`config.mk`:
```
export PLATFORM = sky130hd
export DESIGN_NAME = ext_packet_assembler_flat
export DESIGN_NICKNAME = d
export VERILOG_FILES = /design/src/rtl/ext_packet_assembler_pkg.sv /design/src/rtl/ext_packet_assembler_if.sv /design/src/rtl/ext_packet_assembler_fifo.sv /design/src/rtl/ext_packet_assembler.sv /design/src/flat_wrapper.sv
export SDC_FILE = /design/constraint.sdc
export NUM_CORES = 1
export LEC_CHECK = 0
export ABC_CLOCK_PERIOD_IN_PS = 5000
export BUFFER_PORTS_ARGS = -buffer_cell sky130_fd_sc_hd__buf_4
export CELL_PAD_IN_SITES_DETAIL_PLACEMENT = 1
export CELL_PAD_IN_SITES_GLOBAL_PLACEMENT = 1
export CORE_MARGIN = 1
export CORE_UTILIZATION = 35
export DETAILED_ROUTE_END_ITERATION = 10
export GPL_TIMING_DRIVEN = 0
export PLACE_DENSITY_LB_ADDON = 0.1
export SYNTH_ARGS = -nofsm -noshare
export SYNTH_HDL_FRONTEND = slang
export SYNTH_SLANG_ARGS = --single-unit
```
`constraint.sdc`:
```
create_clock -name clk -period 5 [get_ports clk]
set_input_delay 0.75 -clock clk [delete_from_list [all_inputs] [get_ports clk]]
set_output_delay 0.75 -clock clk [all_outputs]
set_load 0.01 [all_outputs]
```
`src/rtl/ext_packet_assembler_pkg.sv`:
```
// Shared types and helpers for the external-sensor packet assembler.
// Defines the packet record, the assembler state encoding and the timeout derivation.
package ext_pkt_pkg;

    typedef struct packed {
        logic [7:0] byte1;
        logic [7:0] byte2;
        logic       single;
    } ext_pkt_t;

    typedef enum logic {
        S_IDLE,
        S_WAIT_B2
    } asm_state_t;

    function automatic int unsigned timeout_cycles(input int unsigned clk_freq,
                                                   input int unsigned timeout_us);
        return (clk_freq / 1_000_000) * timeout_us;
    endfunction

endpackage

```
`src/rtl/ext_packet_assembler_if.sv`:
```
// Byte-receive strobe and packet valid/ready bundle for the packet assembler.
// The slave modport is the assembler side; the master modport is its environment.
interface ext_packet_assembler_if;
    logic       rx_dv;
    logic [7:0] rx_byte;
    logic       pkt_ready;
    logic       pkt_valid;
    logic [7:0] pkt_byte1;
    logic [7:0] pkt_byte2;
    logic       pkt_single;

    modport master (
        output rx_dv, rx_byte, pkt_ready,
        input  pkt_valid, pkt_byte1, pkt_byte2, pkt_single
    );

    modport slave (
        input  rx_dv, rx_byte, pkt_ready,
        output pkt_valid, pkt_byte1, pkt_byte2, pkt_single
    );
endinterface

```
`src/rtl/ext_packet_assembler_fifo.sv`:
```
// Synchronous FIFO with extra-bit pointers; a push into a full FIFO is accepted
// only when a pop happens in the same cycle, otherwise it is ignored.
module pkt_fifo
    import ext_pkt_pkg::*;
#(
    parameter int unsigned DEPTH = 2,
    parameter type         T     = ext_pkt_t
) (
    input  logic clk,
    input  logic rst,
    input  logic push,
    input  T     din,
    input  logic pop,
    output T     dout,
    output logic full,
    output logic empty
);
    localparam int unsigned AW = $clog2(DEPTH);

    logic [AW:0] wr_ptr;
    logic [AW:0] rd_ptr;
    T            mem [DEPTH];
    logic        do_push;
    logic        do_pop;

    assign empty   = (wr_ptr == rd_ptr);
    assign full    = (wr_ptr[AW] != rd_ptr[AW]) && (wr_ptr[AW-1:0] == rd_ptr[AW-1:0]);
    assign do_pop  = pop && !empty;
    assign do_push = push && (!full || do_pop);
    assign dout    = mem[rd_ptr[AW-1:0]];

    always_ff @(posedge clk) begin
        if (rst) begin
            wr_ptr <= '0;
            rd_ptr <= '0;
        end else begin
            if (do_push) wr_ptr <= wr_ptr + (AW+1)'(1);
            if (do_pop)  rd_ptr <= rd_ptr + (AW+1)'(1);
        end
    end

    always_ff @(posedge clk) begin
        if (!rst && do_push) mem[wr_ptr[AW-1:0]] <= din;
    end
endmodule

```
`src/rtl/ext_packet_assembler.sv`:
```
// Groups received UART bytes into two-byte (or timeout-closed single-byte) sensor
// packets and buffers them behind a valid/ready interface.
module ext_packet_assembler
    import ext_pkt_pkg::*;
#(
    parameter int unsigned CLK_FREQ   = 25_000_000,
    parameter int unsigned TIMEOUT_US = 1000,
    parameter int unsigned FIFO_DEPTH = 2
) (
    input  logic                         clk,
    input  logic                         rst,
    ext_packet_assembler_if.slave        bus,
    output logic                         busy,
    output logic                         overflow,
    output logic [7:0]                   drop_count
);
    localparam int unsigned TIMEOUT_CYCLES = timeout_cycles(CLK_FREQ, TIMEOUT_US);
    localparam int unsigned CNT_W = (TIMEOUT_CYCLES > 1) ? $clog2(TIMEOUT_CYCLES) : 1;
    localparam logic [CNT_W-1:0] CNT_LAST = CNT_W'(TIMEOUT_CYCLES - 1);

    asm_state_t       state;
    asm_state_t       state_next;
    logic [CNT_W-1:0] cnt;
    logic [CNT_W-1:0] cnt_next;
    logic [7:0]       b1;
    logic [7:0]       b1_next;
    logic             push;
    ext_pkt_t         pkt_in;
    ext_pkt_t         head;
    ext_pkt_t         head_vis;
    logic             full;
    logic             empty;
    logic             pop;
    logic             drop;

    always_ff @(posedge clk) begin
        if (rst) begin
            state <= S_IDLE;
            cnt   <= '0;
            b1    <= '0;
        end else begin
            state <= state_next;
            cnt   <= cnt_next;
            b1    <= b1_next;
        end
    end

    // A byte arriving on the timeout cycle takes priority over the timeout.
    always_comb begin
        state_next = state;
        cnt_next   = cnt;
        b1_next    = b1;
        push       = 1'b0;
        pkt_in     = '0;
        case (state)
            S_IDLE: begin
                if (bus.rx_dv) begin
                    b1_next    = bus.rx_byte;
                    cnt_next   = '0;
                    state_next = S_WAIT_B2;
                end
            end
            S_WAIT_B2: begin
                if (bus.rx_dv) begin
                    pkt_in     = '{byte1: b1, byte2: bus.rx_byte, single: 1'b0};
                    push       = 1'b1;
                    state_next = S_IDLE;
                end else if (cnt == CNT_LAST) begin
                    pkt_in     = '{byte1: b1, byte2: b1, single: 1'b1};
                    push       = 1'b1;
                    state_next = S_IDLE;
                end else begin
                    cnt_next = cnt + CNT_W'(1);
                end
            end
        endcase
    end

    pkt_fifo #(
        .DEPTH (FIFO_DEPTH),
        .T     (ext_pkt_t)
    ) u_fifo (
        .clk   (clk),
        .rst   (rst),
        .push  (push),
        .din   (pkt_in),
        .pop   (pop),
        .dout  (head),
        .full  (full),
        .empty (empty)
    );

    assign pop  = !empty && bus.pkt_ready;
    assign drop = push && full && !pop;

    // Storage is not reset, so the head is masked to keep fields at zero when empty.
    assign head_vis       = empty ? '0 : head;
    assign bus.pkt_valid  = !empty;
    assign bus.pkt_byte1  = head_vis.byte1;
    assign bus.pkt_byte2  = head_vis.byte2;
    assign bus.pkt_single = head_vis.single;
    assign busy           = (state != S_IDLE);

    always_ff @(posedge clk) begin
        if (rst) begin
            overflow   <= 1'b0;
            drop_count <= '0;
        end else if (drop) begin
            overflow <= 1'b1;
            if (drop_count != '1) drop_count <= drop_count + 8'd1;
        end
    end
endmodule

```
`src/flat_wrapper.sv`:
```
// flat-port wrapper written by rule: the top's interface ports become plain ports
module ext_packet_assembler_flat import ext_pkt_pkg::*;
#(
    parameter int unsigned CLK_FREQ   = 25_000_000,
    parameter int unsigned TIMEOUT_US = 1000,
    parameter int unsigned FIFO_DEPTH = 2
)
  (clk, rst, busy, overflow, drop_count, bus_rx_dv, bus_rx_byte, bus_pkt_ready, bus_pkt_valid, bus_pkt_byte1, bus_pkt_byte2, bus_pkt_single);
  ext_packet_assembler_if bus_i ();
  input  logic clk;
  input  logic rst;
  output logic busy;
  output logic overflow;
  output logic [7:0] drop_count;
  input wire logic [$bits(bus_i.rx_dv)-1:0] bus_rx_dv;
  input wire logic [$bits(bus_i.rx_byte)-1:0] bus_rx_byte;
  input wire logic [$bits(bus_i.pkt_ready)-1:0] bus_pkt_ready;
  output wire logic [$bits(bus_i.pkt_valid)-1:0] bus_pkt_valid;
  output wire logic [$bits(bus_i.pkt_byte1)-1:0] bus_pkt_byte1;
  output wire logic [$bits(bus_i.pkt_byte2)-1:0] bus_pkt_byte2;
  output wire logic [$bits(bus_i.pkt_single)-1:0] bus_pkt_single;
  assign bus_i.rx_dv = bus_rx_dv;
  assign bus_i.rx_byte = bus_rx_byte;
  assign bus_i.pkt_ready = bus_pkt_ready;
  assign bus_pkt_valid = bus_i.pkt_valid;
  assign bus_pkt_byte1 = bus_i.pkt_byte1;
  assign bus_pkt_byte2 = bus_i.pkt_byte2;
  assign bus_pkt_single = bus_i.pkt_single;
  ext_packet_assembler #(.CLK_FREQ(CLK_FREQ), .TIMEOUT_US(TIMEOUT_US), .FIFO_DEPTH(FIFO_DEPTH)) u_core (.clk(clk), .rst(rst), .bus(bus_i), .busy(busy), .overflow(overflow), .drop_count(drop_count));
endmodule
```
==> results.md <==
- Status: finished, final reports clean
- # setup viols final: 0
- Post-synth EDFFs: 34
- Die Height: 97.4 µm
- Starting Density: 0.364
- Post-Route Skew: 0.00794 ns
- RSZ-0062 raised after global routing: no
- Syn. warnings: 0
- Post-cts gate resize count: 0
- Routed length per instance: 16.1 µm
- Via density per instance: 5.18
- First-pass GRT wire length: 12600 µm
- Core area: 0.00876 mm²
- CP Data Required Time: 4.25 ns
- Rel. slew slack: 0.444
- Std cell rows: 34
- Post-Synthesis Cells: 304
- Maximum vdd drop: 0.000152 V
- Clock buffer depth: 2
- WP buf/inv: 3
- CP delay by family, top: buffers and inverters
- Pre-antenna DRT Iters: 4
- Fillers: 993
- Clock transition at the registers of the reported paths: 0.08 ns
- Startpoint type of the worst setup path: register
- Fin. Hold Viols: 0
- Fin cells: 469
- Max Clk Rate: 329 MHz
- Crit-path cells: clkbuf_1 > clkbuf_1 > mux2i_1 > nor2_1 > buf_4
- Placed instance count: 453
- Clock sink total: 72
- Combinational Power Share: 0.106
- Reg power frac: 0.469
- Die Span X: 97.4 µm
- Top cell type's share of synthesized area: 0.320
- Clock Latency Late Sink: 0.35 ns
- Post-Route WL: 7560 µm
- Area grow syn2layout: 22.1%
- Largest net degree at the start of global routing: 14
- DP HPWL: 5320 µm
- CP Data Arrival Time: 2.29 ns
- CP Class: register to output port
- Slowest-stage cell, CP: clkbuf_1
- Crit path capture type: output port
- Pleak: 1.37 nW
- Post-synth ARST share: 0
- PD cells: 346 mW/mm²
- Initial antenna violation count: 0
- Antenna cells: 0
- Layout cells sized above 1: 0.186
- Grt ovf: 0
- Cell area after synthesis: 0.00319 mm²
- Internal power: 0.00102 W
- CTS root buffer: clkbuf_8
- CTS tree: built
- Final min period: 3.04 ns
- Tot Pwr: 0.00135 W
- Critical Path Max Stage Delay: 0.67 ns
- CTS Buf Count: 9
- Area contributors post-synth: edfxtp_1 (32%), dfxtp_1 (24%), mux2i_1 (6.3%), nor2_1 (4.0%), nand2_1 (3.7%)
- Most frequent cells after synthesis: dfxtp_1 (38), edfxtp_1 (34), nor2_1 (34), nand2_1 (31), a21oi_1 (21)
- Postcts setup bufs: 0
- Routed Antenna Nets: 0
- Number of I/O port buffers: 39
- Max-slew violations: 0
- Max_cap viols: 0
- Mean Syn Cell Area: 10.5 µm²
- Hold buffer count at CTS: 0
- CP dominant cell by count: clkbuf_1
- Residual DRC count: 0
- Hold Slack: 0.473 ns
- Nets: 370
- Most frequent cell after synthesis: dfxtp_1
- Htree depth: 3
- Crit-path max FO: 10
- Synth Register Bits: 72
- Via Count: 2428
- Mapped Nets: 318
- Primary FF master, synth: dfxtp_1
- Clock share of power: 0.424
- Count of cell types in the netlist: 44
- Final period util: 0.609
- Worst slew pin tran: 0.833 ns
- DRT iter0 DRCs: 59
- Net Sw Power: 0.000326 W
- Final Util: 0.444
- Sw Share: 0.242
- Cell taking the most area after synthesis: edfxtp_1
- Vias in the first global route: 2466
- Die area: 0.00949 mm²
- Placer congestion estimate: 0.805
- Io pins: 40
- Total track usage: 0.170
- Sum of negative setup slack: 0 ns
- Worst min-delay path class: register to register
- Sequential area share after synthesis: 0.559
[routing by layer]
layer / vias to the layer above / wire length [µm] / track usage / part of all wire
met3: 11 / 202 / 0.0302 / 0.027
met4: 0 / 109 / 0.0667 / 0.014
li1: 1213 / - / - / -
met2: 32 / 3750 / 0.287 / 0.50
met1: 1172 / 3500 / 0.217 / 0.46
met5: - / 0 / 0 / 0
[per-stage QoR]
| step | worst slack (ns) | area, µm² |
|---|---|---|
| after floorplan | 1.62 | 3190 |
| after global placement | 0.607 | 3610 |
| after detailed placement | 1.97 | 3650 |
| after CTS | 1.86 | 3890 |
| after global routing | 1.75 | 3890 |
| final | 1.96 | 3890 |
[state kept, by name (all words and copies together) (netlist names), named ones only]
register and cells:
u_core.u_fifo.mem 34, u_core.cnt 15, u_core.b1 8, u_core.drop_count 8, u_core.u_fifo.rd_ptr 2, u_core.u_fifo.wr_ptr 2
u_core.busy 1, u_core.overflow 1
[power by group through the flow]
stage / registers (W) / clock network (W) / logic (W)
final: 0.000631 / 0.000571 / 0.000143
after global routing: 0.000633 / 0.000609 / 0.000159
after CTS: 0.000631 / 0.000585 / 0.000147
after detailed placement: 0.000645 / 0 / 0.000146
after global placement: 0.000645 / 0 / 0.000143
after floorplan: 0.000643 / 0 / 0.0000829
[final timing paths]
kind | from | endpoint | cells past startpoint | slack, ns
setup reg to reg | u_core.cnt[4] | u_core.u_fifo.mem[0][4] | 5 | 2.04
hold / removal | u_core.b1[1] | u_core.b1[1] | 2 | 0.47
hold reg to reg | u_core.b1[1] | u_core.b1[1] | 2 | 0.47
setup / recovery | register | bus_pkt_byte2[7] | 5 | 1.96
[layout make-up]
class	count	area, µm²	area share
clock inverters	6	115	0.0296
plain buffers	15	57.6	0.0148
well taps	108	135	0.0347
multi-input cells	211	1340	0.343
clock buffers	10	128	0.0328
inverters	6	22.5	0.00579
repair buffers	41	315	0.0811
flip-flops and latches	72	1780	0.458
[layout by cell type, fill, tap and decap left out, types with 11 or more instances in the layout]
master / count
dfxtp_1: 38
clkbuf_1: 14
nor2_1: 34
buf_4: 40
edfxtp_1: 34
nand2_1: 31
nand3_1: 12
and2_1: 11
a21oi_1: 21
mux2i_1: 20
[tightest hold or removal path, stage by stage (launching register included)]
cell     delay (ns)
dfxtp_1        0.32
nand2_1        0.05
a21oi_1        0.05
[kinds of logic (layout without fill, tap and decap cells)]
family	Yosys count	after routing	synth area share
AOI/OAI and AO/OA	52	52	0.112
adders and majority gates	2	2	0.00785
muxes	21	21	0.0664
DFF	72	72	0.559
xor gates and xnor gates	8	8	0.0220
buffers and inverters	21	78	0.0251
and+or+nand+nor	128	128	0.208
Power figures use the tool's default switching activity.
